$ cat config.mk
export PLATFORM = sky130hd
export DESIGN_NAME = shift_unit_seq
export DESIGN_NICKNAME = d
export VERILOG_FILES = /design/src/rtl/shift_unit_seq.sv
export SDC_FILE = /design/constraint.sdc
export NUM_CORES = 1
export LEC_CHECK = 0
export CAP_MARGIN = 15
export CORE_MARGIN = 2
export CORE_UTILIZATION = 45
export CTS_CLUSTER_SIZE = 30
export DETAILED_ROUTE_END_ITERATION = 10
export GPL_ROUTABILITY_DRIVEN = 0
export PLACE_DENSITY = 0.72
export SLEW_MARGIN = 40
export SYNTH_ARGS = -nofsm -noshare
export SYNTH_HDL_FRONTEND = slang
export SYNTH_SLANG_ARGS = --single-unit
$ cat constraint.sdc
create_clock -name clk -period 3.8 [get_ports clk]
set_clock_uncertainty 0.15 [all_clocks]
set_input_delay 0.95 -clock clk [delete_from_list [all_inputs] [get_ports clk]]
set_output_delay 0.95 -clock clk [all_outputs]
set_load 0.01 [all_outputs]
$ cat src/rtl/shift_unit_seq.sv
// Multi-cycle shift unit: LSL/LSR/ASR/ROL, up to STEP bits per clock.
// Optional sticky LSL overflow flag on out_ovf when SHIFT_OVF_EN is defined.
module shift_unit_seq #(
   parameter  int WIDTH = 8,
   parameter  int STEP  = 1,
   localparam int AMT_W = $clog2(WIDTH)
) (
   input  logic             clk,
   input  logic             rst_n,
   input  logic             in_valid,
   output logic             in_ready,
   input  logic [WIDTH-1:0] in_data,
   input  logic [AMT_W-1:0] in_amt,
   input  logic [1:0]       in_mode,
   output logic             out_valid,
   input  logic             out_ready,
   output logic [WIDTH-1:0] out_data
`ifdef SHIFT_OVF_EN
   ,
   output logic             out_ovf
`endif
);

   typedef enum logic [1:0] {
      S_IDLE,
      S_SHIFT,
      S_DONE
   } state_t;

   localparam logic [AMT_W-1:0] STEP_A = AMT_W'(STEP);

   state_t           r_state;
   state_t           w_next;
   logic [WIDTH-1:0] r_data;
   logic [WIDTH-1:0] w_shift;
   logic [1:0]       r_mode;
   logic [AMT_W-1:0] r_rem;
   logic [AMT_W-1:0] w_k;
   logic [AMT_W-1:0] w_kinv;
   logic             w_accept;
   logic             w_shifting;

   assign w_accept   = in_valid && (r_state == S_IDLE);
   assign w_shifting = (r_state == S_SHIFT);

   // WIDTH is a power of two, so WIDTH-k wraps cleanly in AMT_W bits
   always_comb begin
      w_k    = (r_rem < STEP_A) ? r_rem : STEP_A;
      w_kinv = '0 - w_k;
   end

   always_comb begin
      w_shift = r_data;
      unique case (r_mode)
         2'b00: w_shift = r_data << w_k;
         2'b01: w_shift = r_data >> w_k;
         2'b10: w_shift = $signed(r_data) >>> w_k;
         2'b11: w_shift = (r_data << w_k) | (r_data >> w_kinv);
      endcase
   end

   always_ff @(posedge clk or negedge rst_n) begin
      if (!rst_n) begin
         r_state <= S_IDLE;
      end else begin
         r_state <= w_next;
      end
   end

   always_comb begin
      w_next = r_state;
      unique case (r_state)
         S_IDLE: begin
            if (in_valid) begin
               w_next = (in_amt == '0) ? S_DONE : S_SHIFT;
            end
         end
         S_SHIFT: begin
            if (r_rem == w_k) begin
               w_next = S_DONE;
            end
         end
         S_DONE: begin
            if (out_ready) begin
               w_next = S_IDLE;
            end
         end
         default: w_next = S_IDLE;
      endcase
   end

   always_ff @(posedge clk or negedge rst_n) begin
      if (!rst_n) begin
         r_data <= '0;
         r_mode <= '0;
         r_rem  <= '0;
      end else if (w_accept) begin
         r_data <= in_data;
         r_mode <= in_mode;
         r_rem  <= in_amt;
      end else if (w_shifting) begin
         r_data <= w_shift;
         r_rem  <= r_rem - w_k;
      end
   end

`ifdef SHIFT_OVF_EN
   logic r_ovf;
   logic w_lost;

   // top k bits of the working value leave through the MSB this cycle
   assign w_lost = (r_mode == 2'b00) && (w_k != '0)
                   && ((r_data >> w_kinv) != '0);

   always_ff @(posedge clk or negedge rst_n) begin
      if (!rst_n) begin
         r_ovf <= 1'b0;
      end else if (w_accept) begin
         r_ovf <= 1'b0;
      end else if (w_shifting && w_lost) begin
         r_ovf <= 1'b1;
      end
   end

   assign out_ovf = r_ovf;
`endif

   assign in_ready  = (r_state == S_IDLE);
   assign out_valid = (r_state == S_DONE);
   assign out_data  = r_data;

endmodule

==> results.md <==
* Final total power at 1.40 mW
* Wire per inst at 16.2 um
* Pin count of the biggest net entering global routing at 16
* Post-CTS setup repair buffer count at 0
* Final wirelength at 3.33 mm
* Worst hold path type: reg -> reg
* CTS Sinks at 15
* WS Path Type: reg -> out
* Main combinational cell family by area after synthesis: compound AO/OA/AOI/OAI gates
* FFs w/ async S/R, synth at 100%
* Status: completed
* Hold Slack at 393 ps
* Drt first-iter violations at 66
* Register bit count reported by yosys at 15
* Worst Path Arrival at 1500 ps
* Netlist cell types at 52
* Vias in the first global route at 1224
* Fmax at 384 MHz
* Post-Synth Adder-Cell Area at 2.93%
* Pre-antenna DRT Iters at 4
* Final-stage net count at 196
* Unrepaired setup endpoints after global routing: false
* Compound-Gate Fraction of Synth Area at 28.5%
* Antenna cells at 0
* Post-synth top cells: nand2_1 (24), dfrtp_1 (15), nor2_1 (12), a21oi_1 (11), o21ai_0 (10)
* Layout cells sized above 1 at 9.14%
* Pwr per Cell Area at 914 nW/um2
* Area Growth Syn to Fin at 19.3%
* Worst setup slack after layout at 1200 ps
* Sequential cell area fraction in the yosys report at 29.3%
* Post-CTS Resized at 0
* Max Cap Viol at 0
* Residual DRC at 0
* Final Core Density at 55.9%
* Fin crit share at 68.5%
* Pre-CTS setup slack at 1060 ps
* Setup violations, final at 0
* Top-count cell post-synth: nand2_1
* I/O pin cnt at 27
* Chip Width at 57.4 um
* Syn. warnings at 0
* Worst-Margin Slew at 678 ps
* Cts bufs inserted at 3
* Max-slew headroom at 54.7%
* Prevailing post-synth register cell: dfrtp_1
* Clock period minus worst slack at 2600 ps
* CTS Hold Buffers Added at 0
* Post-synthesis cell count at 154
* Clock tree buffer depth at 2
* CP Data Required Time at 2700 ps
* Vias/cell at 6.07
* Root Buffer: clkbuf_4
* First-pass GRT wire length at 5.62 mm
* GR Util All Layers at 21.5%
* I/O Buffers at 26
* Die H at 57.4 um
* Setup_tns at 0 ps
* Leakage at 0.617 nW
* Startpoint types: flop
* VDD IR max at 0.594 mV
* Post-DRT Antenna Nets at 0
* Pins over their slew limit at 0
* Post-synth top area share at 29.3%
* Synth Cell Area at 1280 um2
* Total number of vias at 1251
* Synth area leader: dfrtp_1
* Mux contribution to synthesized area at 5.96%
* H-tree depth at 1
* Worst-Skew Late Latency at 280 ps
* Syn Area/Cell at 8.32 um2
* Remaining global-route overflow at 0
* Initial Utilization at 46.9%
* DP HPWL at 2.48 mm
* Critical Path Fanout Max at 8
* Fin. Hold Viols at 0
* Top post-synthesis cells by area: dfrtp_1 (29%), nand2_1 (7.0%), a21oi_1 (4.3%)
* Synth Area in XOR/XNOR at 1.95%
* Clock transition at path regs at 90 ps
* Antenna violations before repair at 0
* Row cnt at 19
* Post-Synth Simple-Gate Area at 22.6%
* CTS tree: built
* Die area at 3290 um2
* Mapped Nets at 174
* Number of flops mapped to enable cells by yosys at 0
* Core Box Area at 2730 um2
* CP endpoint kind: primary output
layout by cell type (no fill, tap or decap), drive strengths merged, types with 2 or more instances in the layout:
cell	n
clkdlybuf4s50	26
nand2	25
dfrtp	15
nor2	12
a21oi	12
o21ai	12
inv	6
mux2i	5
a22oi	4
clkbuf	4
nor2b	3
nand2b	3
o22ai	3
nor3	3
ha	3
a221o	2
o221ai	2
nand3	2
o211ai	2
a211oi	2
a32oi	2
o2111ai	2
or2	2
or3	2
and2	2
mux2	2
and3	2
path summary, 6_finish.rpt:
| kind | start | endpoint | slack (ps) | cells after the start |
|---|---|---|---|---|
| max in group asynchronous | rst_n | r_state[1] | 2140 | 1 |
| hold reg to reg | r_rem[0] | r_rem[0] | 390 | 2 |
| setup reg to reg | r_rem[2] | out_data[0] | 1210 | 8 |
| setup / recovery | r_state[0] | in_ready | 1200 | 2 |
| min in group asynchronous | rst_n | r_mode[0] | 930 | 1 |
| hold / removal | r_rem[0] | r_rem[0] | 390 | 2 |
critical path, cell delays in order, from the launching register on:
cell	delay, ps
dfrtp_1	470
nor2_1	200
clkdlybuf4s50_1	560
flip-flops by register name (all words and copies together) (netlist names):
register	flops
out_data	8
r_rem	3
r_mode	2
r_state	2
report_power, final:
group / internal, mW / switching [mW]
Sequential: 0.240 / 0.158
Clock: 0.0406 / 0.0492
Combinational: 0.423 / 0.486
metal layers:
layer / vias up / GRT usage (%) / routed length, um
met4: 0 / 7.97 / 49
met2: 40 / 34.4 / 1600
met1: 601 / 30.4 / 1530
li1: 602 / - / -
met3: 8 / 1.59 / 155
met5: - / 0 / 0
area by class of cell:
type | instances | area, um2
multi-input cells | 123 | 797
flip-flops and latches | 15 | 375
fillers | 246 | 1200
well taps | 31 | 38.8
inverters | 7 | 31.3
clock buffers | 4 | 26.3
repair buffers | 26 | 260
cells by family (layout without fill, tap and decap cells):
group | Yosys count | count (layout)
muxes | 7 | 7
and+or+nand+nor | 59 | 59
other | 1 | 1
AOI/OAI and AO/OA | 51 | 51
adders and majority gates | 3 | 3
buffers and inverters | 16 | 37
xor gates and xnor gates | 2 | 2
DFF | 15 | 15
stage by stage:
step / cell area, um2 / cells
6_report: 1530 / 206
5_1_grt: 1530 / 206
4_1_cts: 1530 / 206
3_5_place_dp: 1500 / 202
3_3_place_gp: 1500 / 202
2_1_floorplan: 1280 / 154
Power figures use the tool's default switching activity.
==> variant (same settings) <==
Change the parameter `WIDTH` from 8 to 16.
--- a/src/rtl/shift_unit_seq.sv
+++ b/src/rtl/shift_unit_seq.sv
@@ -1,7 +1,7 @@
 // Multi-cycle shift unit: LSL/LSR/ASR/ROL, up to STEP bits per clock.
 // Optional sticky LSL overflow flag on out_ovf when SHIFT_OVF_EN is defined.
 module shift_unit_seq #(
-   parameter  int WIDTH = 8,
+   parameter  int WIDTH = 16,
    parameter  int STEP  = 1,
    localparam int AMT_W = $clog2(WIDTH)
 ) (
Interface: changed (resized in_amt, in_data and out_data); port bits go from 27 to 44. The function was not compared with the original's and may differ.
==> variant against the original RTL <==
Sequential cell count grew 9; sequential share of layout area is 1.9 points lower; synthesized area is 65% higher; setup slack lost 0.40 ns; power up 82%; wire length is 96% higher; count of clock-buffer cells in the layout decreased by 1; largest power group unchanged; cell area is 74% higher; clock power grew to 2.6 times the old value.
==> variant: results (changes against the original RTL) <==
* Status: finished, final reports clean (unchanged)
* Syn Nets at 300 (was 174)
* Share of cells above drive strength 1 at 9.24% (was 9.14%)
* GR Util All Layers at 26.7% (was 21.5%)
* # nets final at 333 (was 196)
* H-tree Lvls at 1 (unchanged)
* CTS clk-pin slew, worst paths at 0.09 ns (about the same)
* Clk_lat worst skew at 0.27 ns
* Drt via density at 6.35 (was 6.07)
* Post-CTS Setup Inserts at 0 (unchanged)
* Top post-synthesis cells by area: dfrtp_1 (28%), nand2_1 (9.1%), o21ai_0 (6.4%), mux2i_1 (5.2%), mux2_2 (4.3%) (was dfrtp_1 (29%), nand2_1 (7.0%), a21oi_1 (4.3%), mux2i_1 (3.9%), o21ai_0 (3.9%))
* Worst VDD drop at 437 uV (was 594 uV)
* Most frequent cells after synthesis: nand2_1 (51), o21ai_0 (27), dfrtp_1 (24), clkbuf_1 (18) (was nand2_1 (24), dfrtp_1 (15), nor2_1 (12), a21oi_1 (11), o21ai_0 (10))
* Max-slew headroom at 56.8% (was 54.7%)
* Max reg flops at 16 (was 8)
* Initial DRC Count at 344 (was 66)
* WL/cell at 18.4 um (was 16.2 um)
* Ys async rst share at 100% (unchanged)
* Largest fanout on the critical path at 5 (was 8)
* Buffers added on ports at 43 (was 26)
* DP HPWL at 4360 um (was 2480 um)
* Int Power at 1.29 mW (was 704 uW)
* Largest net degree at the start of global routing at 35 (was 16)
* Pre-antenna DRT Iters at 5 (was 4)
* CTS Buf Count at 3 (unchanged)
* Synth unique cells at 58 (was 52)
* Ys Warns at 0 (unchanged)
* Setup WS pre-CTS at 0.830 ns (was 1.06 ns)
* Congestion Overflow GR at 0 (unchanged)
* WHS Path Cells at 1 (was 2)
* Reg2Reg Depth at 7 (was 8)
* Global-route wire length before repair at 11000 um (was 5620 um)
* Post-cts resize count at 0 (unchanged)
* Root buf cell: clkbuf_8 (was clkbuf_4)
* CTS max path bufs at 2 (unchanged)
* HP Class: reg2reg (unchanged)
* Sequential share of the synthesized area at 28.5% (was 29.3%)
* DP Area at 2580 um^2 (was 1500 um^2)
* Antenna violations before repair at 0 (unchanged)
* Vias in the first global route at 2155 (was 1224)
* Leakage at 1.05 nW (was 0.617 nW)
* ANT cells at 0 (unchanged)
variant: power by group through the flow:
stage	combinational, mW	clock [mW]	sequential (mW)
after detailed placement	1.59	0	0.683
after CTS	1.60	0.235	0.677
after floorplan	1.12	0	0.571
after global routing	1.80	0.242	0.710
final	1.61	0.233	0.692
after global placement	1.56	0	0.683
variant: per-stage QoR:
step	instances	util, %
global placement	351	58.1
finish	355	59.7
CTS	355	59.7
detailed placement	351	58.1
global route	355	59.7
floorplan	271	-
variant: logic make-up (layout without fill, tap and decap cells):
kind of cell	count (synthesis)	after routing	share of synthesized area, %
flops	24	24	28.5
fa+ha+maj	3	3	1.78
mux	22	22	12.9
other cells	1	1	0.178
compound gates	96	96	30.4
simple gates	92	92	19.2
xor+xnor	3	3	1.25
buf+inv	30	62	5.87
variant: area by class of cell:
class	count	area, um^2
well taps	52	65.1
multi-input cells	217	1390
flip-flops and latches	24	601
fillers	399	1790
clock inverters	1	30.0
inverters	4	15.0
clock buffers	3	41.3
repair buffers	54	513
variant: worst max-delay path, cell delays in order (launching register included):
cell and delay, ns:
dfrtp_1 0.44, or4_1 0.56, inv_2 0.08, ha_1 0.18, mux4_1 0.57, a222oi_1 0.47
o21ai_1 0.12, a311o_1 0.32
variant: path summary, 6_finish.rpt:
check | startpoint | to | slack, ns
worst min register to register | r_state[1] | r_state[0] | 0.42
min in group asynchronous | rst_n | r_state[1] | 0.88
worst max-delay path | r_rem[2] | out_data[8] | 0.80
worst min-delay path | r_state[1] | r_state[0] | 0.42
worst max register to register | r_rem[2] | out_data[8] | 0.80
max in group asynchronous | rst_n | r_rem[0] | 2.37
variant: layer usage:
layer | wire, um | GRT usage, % | vias up | share of wire [%]
li1 | - | - | 1076 | -
met1 | 2920 | 38.1 | 1053 | 45
met2 | 2910 | 41.8 | 110 | 45
met3 | 583 | 4.03 | 15 | 8.9
met4 | 126 | 8.23 | 0 | 1.9
met5 | 0 | 0 | - | 0
